--- config.mk ---
export PLATFORM = sky130hd
export DESIGN_NAME = wavelet_tap_feeder
export DESIGN_NICKNAME = d
export VERILOG_FILES = /design/src/rtl/wavelet_tap_feeder_pkg.sv /design/src/rtl/wavelet_tap_feeder_delay_line.sv /design/src/rtl/wavelet_tap_feeder.sv
export SDC_FILE = /design/constraint.sdc
export NUM_CORES = 1
export LEC_CHECK = 0
export CAP_MARGIN = 20
export CORE_ASPECT_RATIO = 1.2
export CORE_UTILIZATION = 49
export DETAILED_ROUTE_END_ITERATION = 10
export PLACE_DENSITY = 0.91
export REMOVE_ABC_BUFFERS = 1
export SLEW_MARGIN = 25
export SYNTH_ARGS = -nofsm -noshare
export SYNTH_HDL_FRONTEND = slang
export SYNTH_HIERARCHICAL = 1
export SYNTH_SLANG_ARGS = --single-unit
--- constraint.sdc ---
create_clock -name i_clk -period 2.8 [get_ports i_clk]
set_input_delay 0.7 -clock i_clk [delete_from_list [all_inputs] [get_ports i_clk]]
set_output_delay 0.7 -clock i_clk [all_outputs]
set_load 0.02 [all_outputs]
--- src/rtl/wavelet_tap_feeder_pkg.sv ---
// Shared defaults and FSM state encoding for the wavelet tap feeder.
package wavelet_tap_feeder_pkg;

  localparam int DEF_BITS_PER_ELEM = 8;
  localparam int DEF_NUM_ELEM      = 7;
  localparam int DEF_DECIMATE      = 1;

  typedef enum logic [1:0] {
    FILL = 2'd0,
    RUN  = 2'd1,
    HOLD = 2'd2
  } state_t;

endpackage

--- src/rtl/wavelet_tap_feeder_delay_line.sv ---
// Shift-register delay line: element 0 takes the new sample, older elements move up one slot.
module wavelet_delay_line
  import wavelet_tap_feeder_pkg::*;
#(
  parameter int BITS_PER_ELEM = DEF_BITS_PER_ELEM,
  parameter int NUM_ELEM      = DEF_NUM_ELEM
) (
  input  logic                              clk,
  input  logic                              clr,
  input  logic                              en,
  input  logic [BITS_PER_ELEM-1:0]          din,
  output logic [NUM_ELEM*BITS_PER_ELEM-1:0] taps
);

  logic [NUM_ELEM-1:0][BITS_PER_ELEM-1:0] elem;

  // NOTE: the delay line is a register bank, not a RAM, so it is cleared on reset;
  // the consumer must see all-zero taps after reset or flush.
  always_ff @(posedge clk) begin
    if (clr) begin
      elem <= '0;
    end else if (en) begin
      elem <= {elem[NUM_ELEM-2:0], din};
    end
  end

  assign taps = elem;

endmodule

--- src/rtl/wavelet_tap_feeder.sv ---
// Producer side of the filter-bank taps bus: fills a delay line from a sample stream
// and presents a window every DECIMATE accepted samples once the line is full.
module wavelet_tap_feeder
  import wavelet_tap_feeder_pkg::*;
#(
  parameter int BITS_PER_ELEM = DEF_BITS_PER_ELEM,
  parameter int NUM_ELEM      = DEF_NUM_ELEM,
  parameter int DECIMATE      = DEF_DECIMATE,
  localparam int FW = $clog2(NUM_ELEM + 1),
  localparam int DW = (DECIMATE > 1) ? $clog2(DECIMATE) : 1
) (
  input  logic                              i_clk,
  input  logic                              i_rst_n,
  input  logic                              i_flush,
  input  logic [BITS_PER_ELEM-1:0]          i_sample,
  input  logic                              i_sample_valid,
  output logic                              o_sample_ready,
  output logic [NUM_ELEM*BITS_PER_ELEM-1:0] o_taps,
  output logic                              o_taps_valid,
  input  logic                              i_taps_ready,
  output logic [FW-1:0]                     o_fill_level
);

  state_t        state, state_next;
  logic [FW-1:0] fill_next;
  logic [DW-1:0] decim_cnt, decim_next;
  logic          taps_valid_next;
  logic          accept;
  logic          clear;

  // Ready decodes only the state register, so the consumer's ready never reaches the source.
  assign o_sample_ready = (state != HOLD);
  assign accept         = i_sample_valid & o_sample_ready;
  assign clear          = ~i_rst_n | i_flush;

  wavelet_delay_line #(
    .BITS_PER_ELEM(BITS_PER_ELEM),
    .NUM_ELEM     (NUM_ELEM)
  ) u_delay_line (
    .clk (i_clk),
    .clr (clear),
    .en  (accept),
    .din (i_sample),
    .taps(o_taps)
  );

  // NOTE: every variable is given a default before the case so no path leaves it unassigned
  // and no latch is inferred.
  always_comb begin
    state_next      = state;
    fill_next       = o_fill_level;
    decim_next      = decim_cnt;
    taps_valid_next = o_taps_valid;
    unique case (state)
      FILL: begin
        if (accept) begin
          fill_next = o_fill_level + FW'(1);
          if (o_fill_level == FW'(NUM_ELEM - 1)) begin
            state_next      = HOLD;
            taps_valid_next = 1'b1;
          end
        end
      end
      RUN: begin
        if (accept) begin
          if (decim_cnt == DW'(DECIMATE - 1)) begin
            decim_next      = '0;
            state_next      = HOLD;
            taps_valid_next = 1'b1;
          end else begin
            decim_next = decim_cnt + DW'(1);
          end
        end
      end
      HOLD: begin
        if (i_taps_ready) begin
          taps_valid_next = 1'b0;
          state_next      = RUN;
        end
      end
      default: begin
        state_next      = FILL;
        taps_valid_next = 1'b0;
      end
    endcase
  end

  // NOTE: state registers use non-blocking assignments so every flop samples pre-edge values.
  always_ff @(posedge i_clk) begin
    if (clear) begin
      state        <= FILL;
      o_fill_level <= '0;
      decim_cnt    <= '0;
      o_taps_valid <= 1'b0;
    end else begin
      state        <= state_next;
      o_fill_level <= fill_next;
      decim_cnt    <= decim_next;
      o_taps_valid <= taps_valid_next;
    end
  end

endmodule
Word-level counts from Yosys, hierarchy flattened
Cells that the tools add are included.
Storage, ports and cells
  word-level logic and storage cells: 42
  output and inout bits: 61
  bits of input ports: 13
  bits in registers: 63
Cells by class
  reductions and logical operators: 4
  multiplexer cells: 13
  bitwise gates (word level): 3
  $add $sub $neg: 2
  equal/unequal tests: 9
Operators with widths (number)
  2-bit != test, second input constant: 6
  2-bit two-way mux: 5
  1-bit two-way mux: 6
  2-bit one-hot mux with 3 select lines: 1
  5-bit AND reduction: 1
  2-bit AND reduction: 2
  3-bit by 1-bit adder with 3-bit output, second input constant: 1
  3-bit equality test, second input constant: 1
  1-bit one-hot mux with 3 select lines: 1
  2-bit by 1-bit equality test with 1-bit output, second input constant: 1
  2-bit equality test, second input constant: 1
  2-bit zero test: 1
  1-bit adder, second input constant: 1
  1-bit AND: 1
  1-bit NOT: 1
  1-bit OR: 1

Logic depth before layout (Yosys ltp)
Gate-level depths: netlist of run 1.
  word-level depth: 4
  gate-level depth with buffers: 6

Cells and area by module
The synthesis of run 1 kept the hierarchy.
By module, submodules not included
  wavelet_delay_line: cells each 180, seq. area each 1121.1 um^2, area each 2014.4 um^2, times used 1
  wavelet_tap_feeder: cells each 33, seq. area each 120.1 um^2, area each 291.5 um^2, times used 1

Worst setup path after synthesis of run 1
No wires, ideal clock.
  path type: input to register
  start: input port i_flush
  end: register u_delay_line.elem, in the netlist u_delay_line/taps[32]
  setup time: 0.128 ns
  buffers on the path: 3
  setup slack: 1.121 ns
  data arrival time: 1.551 ns
  cell stages on the path: 5
  required time: 2.672 ns
  cells stage by stage: nand2b_1 clkbuf_1 buf_2 clkbuf_1 nor2_1
Between the ends
  cells in the longest elaborated chain, start to end: 1
Ends and longest elaborated chain
  start, declared: line wavelet_tap_feeder.sv:14  | input logic i_flush,
  1-bit OR: line wavelet_tap_feeder.sv:34  | assign clear = ~i_rst_n | i_flush;
  net clear: line wavelet_tap_feeder.sv:29  | logic clear;
  end signal, assigned: line wavelet_tap_feeder_delay_line.sv:23  | elem <= {elem[NUM_ELEM-2:0], din};
  end, declared: line wavelet_tap_feeder_delay_line.sv:15  | logic [NUM_ELEM-1:0][BITS_PER_ELEM-1:0] elem;
The timed path passes the listed nets, and every way through them passes these cells.
A chain may end at the register's enable or synchronous reset.

Worst setup path after layout of run 1
  start: register state[0]
  end: output port o_sample_ready
Between the ends
  cells in the longest elaborated chain, start to end: 1
Ends and longest elaborated chain
  start, declared: line wavelet_tap_feeder.sv:24  | state_t state, state_next;
  start signal, assigned: line wavelet_tap_feeder.sv:96  | state <= state_next;
  2-bit != test: line wavelet_tap_feeder.sv:32  | assign o_sample_ready = (state != HOLD);
  end, declared: line wavelet_tap_feeder.sv:17  | output logic o_sample_ready,
Every way passes these cells.

==> results.sh, run 1 <==
export IMPL_die_area_mm2=0.00499
export IMPL_drv_slew=0
export IMPL_slew_headroom_pct=77.2
export IMPL_critPathTopFamily="buffers and inverters"
export IMPL_cpMaxStageDelayCell="clkdlybuf4s50_1"
export IMPL_die_h_um=77.2
export IMPL_via_count=1732
export IMPL_remaining_global_route_overflow=0
export IMPL_share_of_cells_above_drive_strength_1_pct=7.53
export IMPL_top_level_ports=74
export IMPL_synth_to_final_area_change_pct=40.2
export IMPL_min_delay_path_depth=2
export IMPL_timing_critical_path_buf_inv=1
export IMPL_grt_antenna_before_repair=0
export IMPL_run_status="complete, no violations"
export IMPL_max_clock_path_buffers=2
export IMPL_cts_htree_levels=3
export IMPL_postSynthCellCount=213
export IMPL_wire_per_inst_um=13.2
export IMPL_critPathKind="reg2out"
export IMPL_timing_reg2reg_setup_slack_ns=1.11
export IMPL_switching_share_of_power_pct=21.4
export IMPL_tritoncts="done"
export IMPL_timing_critical_path_cells="nand2b_1 > clkdlybuf4s50_1"
export IMPL_ir_worst_vdd_uv=396
export IMPL_die_w_um=64.6
export IMPL_startpoint_of_the_lowest_slack_hold_path="u_delay_line/taps[48]"
export IMPL_placement_rows=26
export IMPL_flop_pwr_share_pct=50.2
export IMPL_powerDensity_mw_per_mm2=551
export IMPL_clock_latency_ns=0.33
export IMPL_holdPathEnd="u_delay_line/taps[48]"
export IMPL_clock_skew_final_ns=0.00248
export IMPL_number_of_global_route_vias_before_repair=1569
export IMPL_worst_r2r_endpoint="u_delay_line/taps[34]"
export IMPL_yosysUniqueCellTypes=23
export IMPL_synth_area_mm2=0.00231
export IMPL_post_synth_top_area_fraction_pct=53.8
export IMPL_finalWeightedCongestion=0.688
export IMPL_share_clk_of_total_power_pct=43.6
export IMPL_antenna_diode_count=0
export IMPL_finalWorstSetupSlack_ns=0.544
export IMPL_worstRegToRegCells=5
export IMPL_seq_area_frac_synth_pct=53.8
export IMPL_cell_internal_pwr_mw=1.40
export IMPL_rsz_0062_raised_after_global_routing="false"
export IMPL_switchingPower_uw=381
export IMPL_timing_hold_violations_final=0
export IMPL_r2r_start="state[0]"
export IMPL_drt_pre_antenna_iters=4
export IMPL_drt_drc_violations_left=0
export IMPL_cp_end_kind="output port"
export IMPL_postRouteAntennaNets=0
export IMPL_start_kind="register"
export IMPL_grt_pass1_wl_um=7310
export IMPL_synth_top_cell_by_area="dfxtp_1"
export IMPL_layout_common_cells="clkdlybuf4s50_1, dfxtp_1, nor2_1, mux2i_1, clkbuf_8"
export IMPL_timing_hold_ws_ns=0.493
export IMPL_final_common_cell="clkdlybuf4s50_1"
export IMPL_cts_buffers=9
export IMPL_min_period_over_period_pct=80.6
export IMPL_critPathMaxFanout=7
export IMPL_max_cap_violations=0
export IMPL_cts_repair_resized=0
export IMPL_comb_power_share_pct=6.2
export IMPL_global_route_usage_total_pct=19.5
export IMPL_largest_cells_by_area_after_synthesis="dfxtp_1, mux2i_1, nor2_1, buf_12, ha_1"
export IMPL_post_drt_via_cell_ratio=4.98
export IMPL_cts_hold_repair_buffers=0
export IMPL_syn_avg_cell_area_um2=10.8
export IMPL_worst_endpoint_arrival_ns=1.56
export IMPL_clk_pin_slew_worst_paths_ns=0.06
export IMPL_nNetsFinal=302
export IMPL_setup_violations=0
export IMPL_total_leakage_power_nw=1.30
export IMPL_pin_count_of_the_biggest_net_entering_global_routing=63
export IMPL_cts_root_buf="clkbuf_8"
export IMPL_worstPathRequired_ns=2.10
export IMPL_coreArea_mm2=0.00439
export IMPL_number_of_setup_buffers_added_after_cts=0
export IMPL_hold_class="reg2reg"
export IMPL_post_place_setup_slack_ns=0.489
export IMPL_crit_path_max_incr_delay_ns=0.61
export IMPL_totalWireLength_um=4590
export IMPL_warning_count_from_the_yosys_run=6
export IMPL_starting_density_of_the_core_pct=52.5
export IMPL_buffer_ports_inserted=73
export IMPL_max_freq_ghz=0.443
export IMPL_layout_min_cycle_time_ns=2.26
export IMPL_drt_first_iter_violations=94
export IMPL_place_detailed_hpwl_um=3070
export IMPL_clock_sinks=62
export IMPL_worst_slew_pin_slew_ns=0.342
export IMPL_ys_seq_elements=62
logic make-up (layout without fill, tap and decap cells):
family | count (synthesis) | count (layout) | synth area share, %
and+or+nand+nor | 69 | 69 | 12.6
DFF | 62 | 62 | 53.8
muxes | 56 | 56 | 24.3
buffers and inverters | 16 | 95 | 5.97
AOI/OAI and AO/OA | 6 | 6 | 1.41
adders and majority gates | 2 | 2 | 1.09
xor gates and xnor gates | 2 | 2 | 0.760
worst max path at each step:
stage                   start                    end  depth (start not counted)
3_5_place_dp   i_sample_valid  u_delay_line/taps[26]                          5
5_1_grt              state[0]         o_sample_ready                          2
3_3_place_gp   i_sample_valid  u_delay_line/taps[16]                          5
2_1_floorplan        state[0]   u_delay_line/taps[0]                          4
6_report             state[0]         o_sample_ready                          2
4_1_cts              state[0]         o_sample_ready                          2
stage by stage:
step                util (%)  std cells  total power, mW  instance area, um2  TNS (ns)
global route            73.6        348             1.84                3230         0
floorplan                  -        200            0.981                2180    -16.95
CTS                     73.6        348             1.80                3230         0
finish                  73.6        348             1.78                3230         0
detailed placement      69.1        332             1.02                3030         0
global placement        69.1        332             1.02                3030         0
area by class of cell:
| class | instances | area (um2) |
|---|---|---|
| Clock buffer | 12 | 155 |
| Clock inverter | 4 | 45.0 |
| Fill cell | 323 | 1160 |
| Inverter | 3 | 11.3 |
| Multi-Input combinational cell | 135 | 932 |
| Sequential cell | 62 | 1240 |
| Tap cell | 56 | 70.1 |
| Timing Repair Buffer | 76 | 778 |
synthesized netlist by cell type:
| cell | number |
|---|---|
| o21ai_0 | 1 |
| inv_1 | 3 |
| nor3b_2 | 1 |
| clkbuf_1 | 3 |
| buf_12 | 4 |
| nand2b_1 | 2 |
| buf_6 | 1 |
| a211oi_1 | 1 |
| mux2i_1 | 56 |
| buf_4 | 1 |
| buf_2 | 1 |
| a21oi_1 | 4 |
| and4bb_2 | 1 |
| nand3b_1 | 1 |
| ha_1 | 2 |
| buf_1 | 3 |
| xnor2_1 | 2 |
| dfxtp_1 | 62 |
| nand3_1 | 1 |
| nor2_1 | 60 |
| and2_1 | 1 |
| or3_1 | 1 |
| nand2_1 | 1 |
power groups by stage:
stage | logic, mW | clock network (mW) | registers [mW]
after floorplan | 0.0607 | 0 | 0.920
after global placement | 0.108 | 0 | 0.913
after detailed placement | 0.110 | 0 | 0.913
after CTS | 0.111 | 0.795 | 0.894
after global routing | 0.117 | 0.825 | 0.894
final | 0.110 | 0.776 | 0.894
state kept, by name, indices dropped and copies added, names as in the netlist:
| signal | count |
|---|---|
| o_fill_level | 3 |
| u_delay_line/taps | 56 |
| state | 2 |
| o_taps_valid | 1 |
routing by layer:
metal / up-vias / part of all wire [%] / routed length [um] / global-route usage [%]
met1: 811 / 42 / 1930 / 22.2
met3: 9 / 5.4 / 247 / 6.25
met5: - / 0 / 0 / 0
met4: 0 / 2.1 / 97 / 11.3
met2: 56 / 50 / 2320 / 31.6
li1: 856 / - / - / -
tightest hold or removal path: cells and delay by family (launching register included):
kind | cells | cell delay (ns)
DFF | 1 | 0.33
and+or+nand+nor | 1 | 0.07
muxes | 1 | 0.06
No activity file was read; power rests on OpenSTA's default activity.
==> run 2: changes to the inputs <==
- CORE_UTILIZATION: 49 -> 45
- PLACE_DENSITY: 0.91 -> 0.85
- clock period: 2.8 -> 2.3 ns (I/O delays scaled with it)
==> run 2 against run 1 <==
  * Total power is 14% higher
  * Setup slack worse by 0.34 ns
  * Register-to-register slack worse by 0.26 ns
  * Final area is 0.85% lower
  * Critical path type unchanged
  * Critical endpoint unchanged
  * Largest cell class unchanged
==> results.sh, run 2 (synthesis results as in run 1) <==
export IMPL_powerDensity_mw_per_mm2=636
export IMPL_start_kind="register"
export IMPL_drv_slew=0
export IMPL_holdPathEnd="u_delay_line/taps[53]"
export IMPL_layout_common_cells="clkdlybuf4s50_1, dfxtp_1, nor2_1, mux2i_1, clkbuf_8"
export IMPL_m1_wl_um=1870
export IMPL_slew_headroom_pct=81.3
export IMPL_finalPower_mw=2.04
export IMPL_cts_htree_levels=3
export IMPL_share_of_cells_above_drive_strength_1_pct=6.53
export IMPL_die_w_um=67.3
export IMPL_cp_end_kind="output port"
export IMPL_worst_slew_pin_slew_ns=0.280
export IMPL_timing_critical_path_cells="nand2b_1 > clkdlybuf4s50_1"
export IMPL_cts_root_buf="clkbuf_8"
export IMPL_largest_register_ffs=56
export IMPL_placement_rows=28
export IMPL_grt_pass1_wl_um=6870
export IMPL_die_h_um=80.4
export IMPL_critPathMaxFanout=7
export IMPL_drt_pre_antenna_iters=4
export IMPL_min_period_over_period_pct=91.1
export IMPL_r2r_start="state[0]"
export IMPL_worst_r2r_endpoint="u_delay_line/taps[41]"
export IMPL_post_place_setup_slack_ns=0.324
export IMPL_die_area_mm2=0.00542
export IMPL_nNetsFinal=302
export IMPL_grt_antenna_before_repair=0
export IMPL_placed_cells_incl_taps=336
export IMPL_cts_repair_resized=0
export IMPL_area_after_dpl_mm2=0.00304
export IMPL_cpMaxStageDelayCell="clkdlybuf4s50_1"
export IMPL_max_cap_violations=0
export IMPL_tritoncts="done"
export IMPL_starting_density_of_the_core_pct=46.7
export IMPL_drt_drc_violations_left=0
export IMPL_global_route_usage_total_pct=17.1
export IMPL_total_leakage_power_nw=1.28
export IMPL_timing_critical_path_buf_inv=1
export IMPL_synth_to_final_area_change_pct=39.0
export IMPL_min_delay_path_depth=2
export IMPL_layout_min_cycle_time_ns=2.09
export IMPL_timing_hold_violations_final=0
export IMPL_drt_first_iter_violations=108
export IMPL_number_of_global_route_vias_before_repair=1601
export IMPL_clock_sinks=62
export IMPL_critPathKind="reg2out"
export IMPL_top_layer="met4"
export IMPL_max_freq_ghz=0.477
export IMPL_startpoint_of_the_lowest_slack_hold_path="u_delay_line/taps[53]"
export IMPL_final_common_cell="clkdlybuf4s50_1"
export IMPL_run_status="complete, no violations"
export IMPL_pin_count_of_the_biggest_net_entering_global_routing=63
export IMPL_antenna_diode_count=0
export IMPL_max_clock_path_buffers=2
export IMPL_clk_pin_slew_worst_paths_ns=0.06
export IMPL_worstPathRequired_ns=1.73
export IMPL_via_count=1715
export IMPL_hold_class="reg2reg"
export IMPL_timing_reg2reg_setup_slack_ns=0.85
export IMPL_worst_endpoint_arrival_ns=1.52
export IMPL_final_util_pct=64.9
export IMPL_finalWeightedCongestion=0.748
export IMPL_crit_path_max_incr_delay_ns=0.60
export IMPL_top_level_ports=74
export IMPL_buffer_ports_inserted=73
export IMPL_place_detailed_hpwl_um=2940
export IMPL_cts_hold_repair_buffers=0
export IMPL_postRouteAntennaNets=0
export IMPL_clock_skew_final_ns=0.00765
export IMPL_rsz_0062_raised_after_global_routing="false"
export IMPL_wire_per_inst_um=12.5
export IMPL_final_fill_count=429
export IMPL_detailroute_wirelength_met2_um=2100
export IMPL_clock_latency_ns=0.33
export IMPL_cp_startpoint="state[0]"
export IMPL_setup_violations=0
export IMPL_cts_buffers=9
export IMPL_ir_worst_vdd_uv=453
export IMPL_finalWorstSetupSlack_ns=0.205
export IMPL_critPathTopFamily="buffers and inverters"
export IMPL_totalWireLength_um=4380
export IMPL_coreArea_mm2=0.00494
export IMPL_final_cell_count_no_fill=351
export IMPL_worstRegToRegCells=5
export IMPL_post_drt_via_cell_ratio=4.89
export IMPL_number_of_setup_buffers_added_after_cts=0
export IMPL_met3RoutedLength_um=304
export IMPL_remaining_global_route_overflow=0
export IMPL_stdcell_area_mm2=0.00321
==> run 2: cell type report <==
class | count | area (um2) | area share (%)
Tap cell | 60 | 75.1 | 2.34
Clock inverter | 1 | 5.00 | 0.156
Multi-Input combinational cell | 135 | 932 | 29.1
Timing Repair Buffer | 76 | 778 | 24.3
Sequential cell | 62 | 1240 | 38.7
Inverter | 3 | 11.3 | 0.351
Clock buffer | 14 | 163 | 5.07
==> run 2: worst max path at each step <==
stage	endpoint	cells past startpoint	slack, ns
after floorplan	u_delay_line/taps[0]	4	-0.80
after global placement	u_delay_line/taps[23]	5	0.39
after detailed placement	u_delay_line/taps[12]	5	0.32
after CTS	o_sample_ready	2	0.19
after global routing	o_sample_ready	2	0.13
final	o_sample_ready	2	0.21
==> run 2: report_power, final <==
part / internal [mW] / switching, mW / total (mW)
Combinational: 0.0682 / 0.0655 / 0.134
Sequential: 1.08 / 0.00653 / 1.09
Clock: 0.443 / 0.372 / 0.815
==> run 2: metrics by stage <==
stage          hold slack (ns)  TNS [ns]
6_report                 0.500         0
3_3_place_gp             0.473         0
4_1_cts                  0.506         0
3_5_place_dp             0.489         0
5_1_grt                  0.535         0
2_1_floorplan            0.501    -44.95
==> run 2: layer usage <==
| layer | up-vias | global-route usage (%) |
|---|---|---|
| li1 | 855 | - |
| met1 | 798 | 19.0 |
| met2 | 52 | 27.2 |
| met3 | 10 | 5.97 |
| met4 | 0 | 10.9 |
| met5 | - | 0 |
==> run 2: worst min-delay path, stage by stage (launching register included) <==
cell,delay [ns]
dfxtp_1,0.33
mux2i_1,0.06
nor2_1,0.07
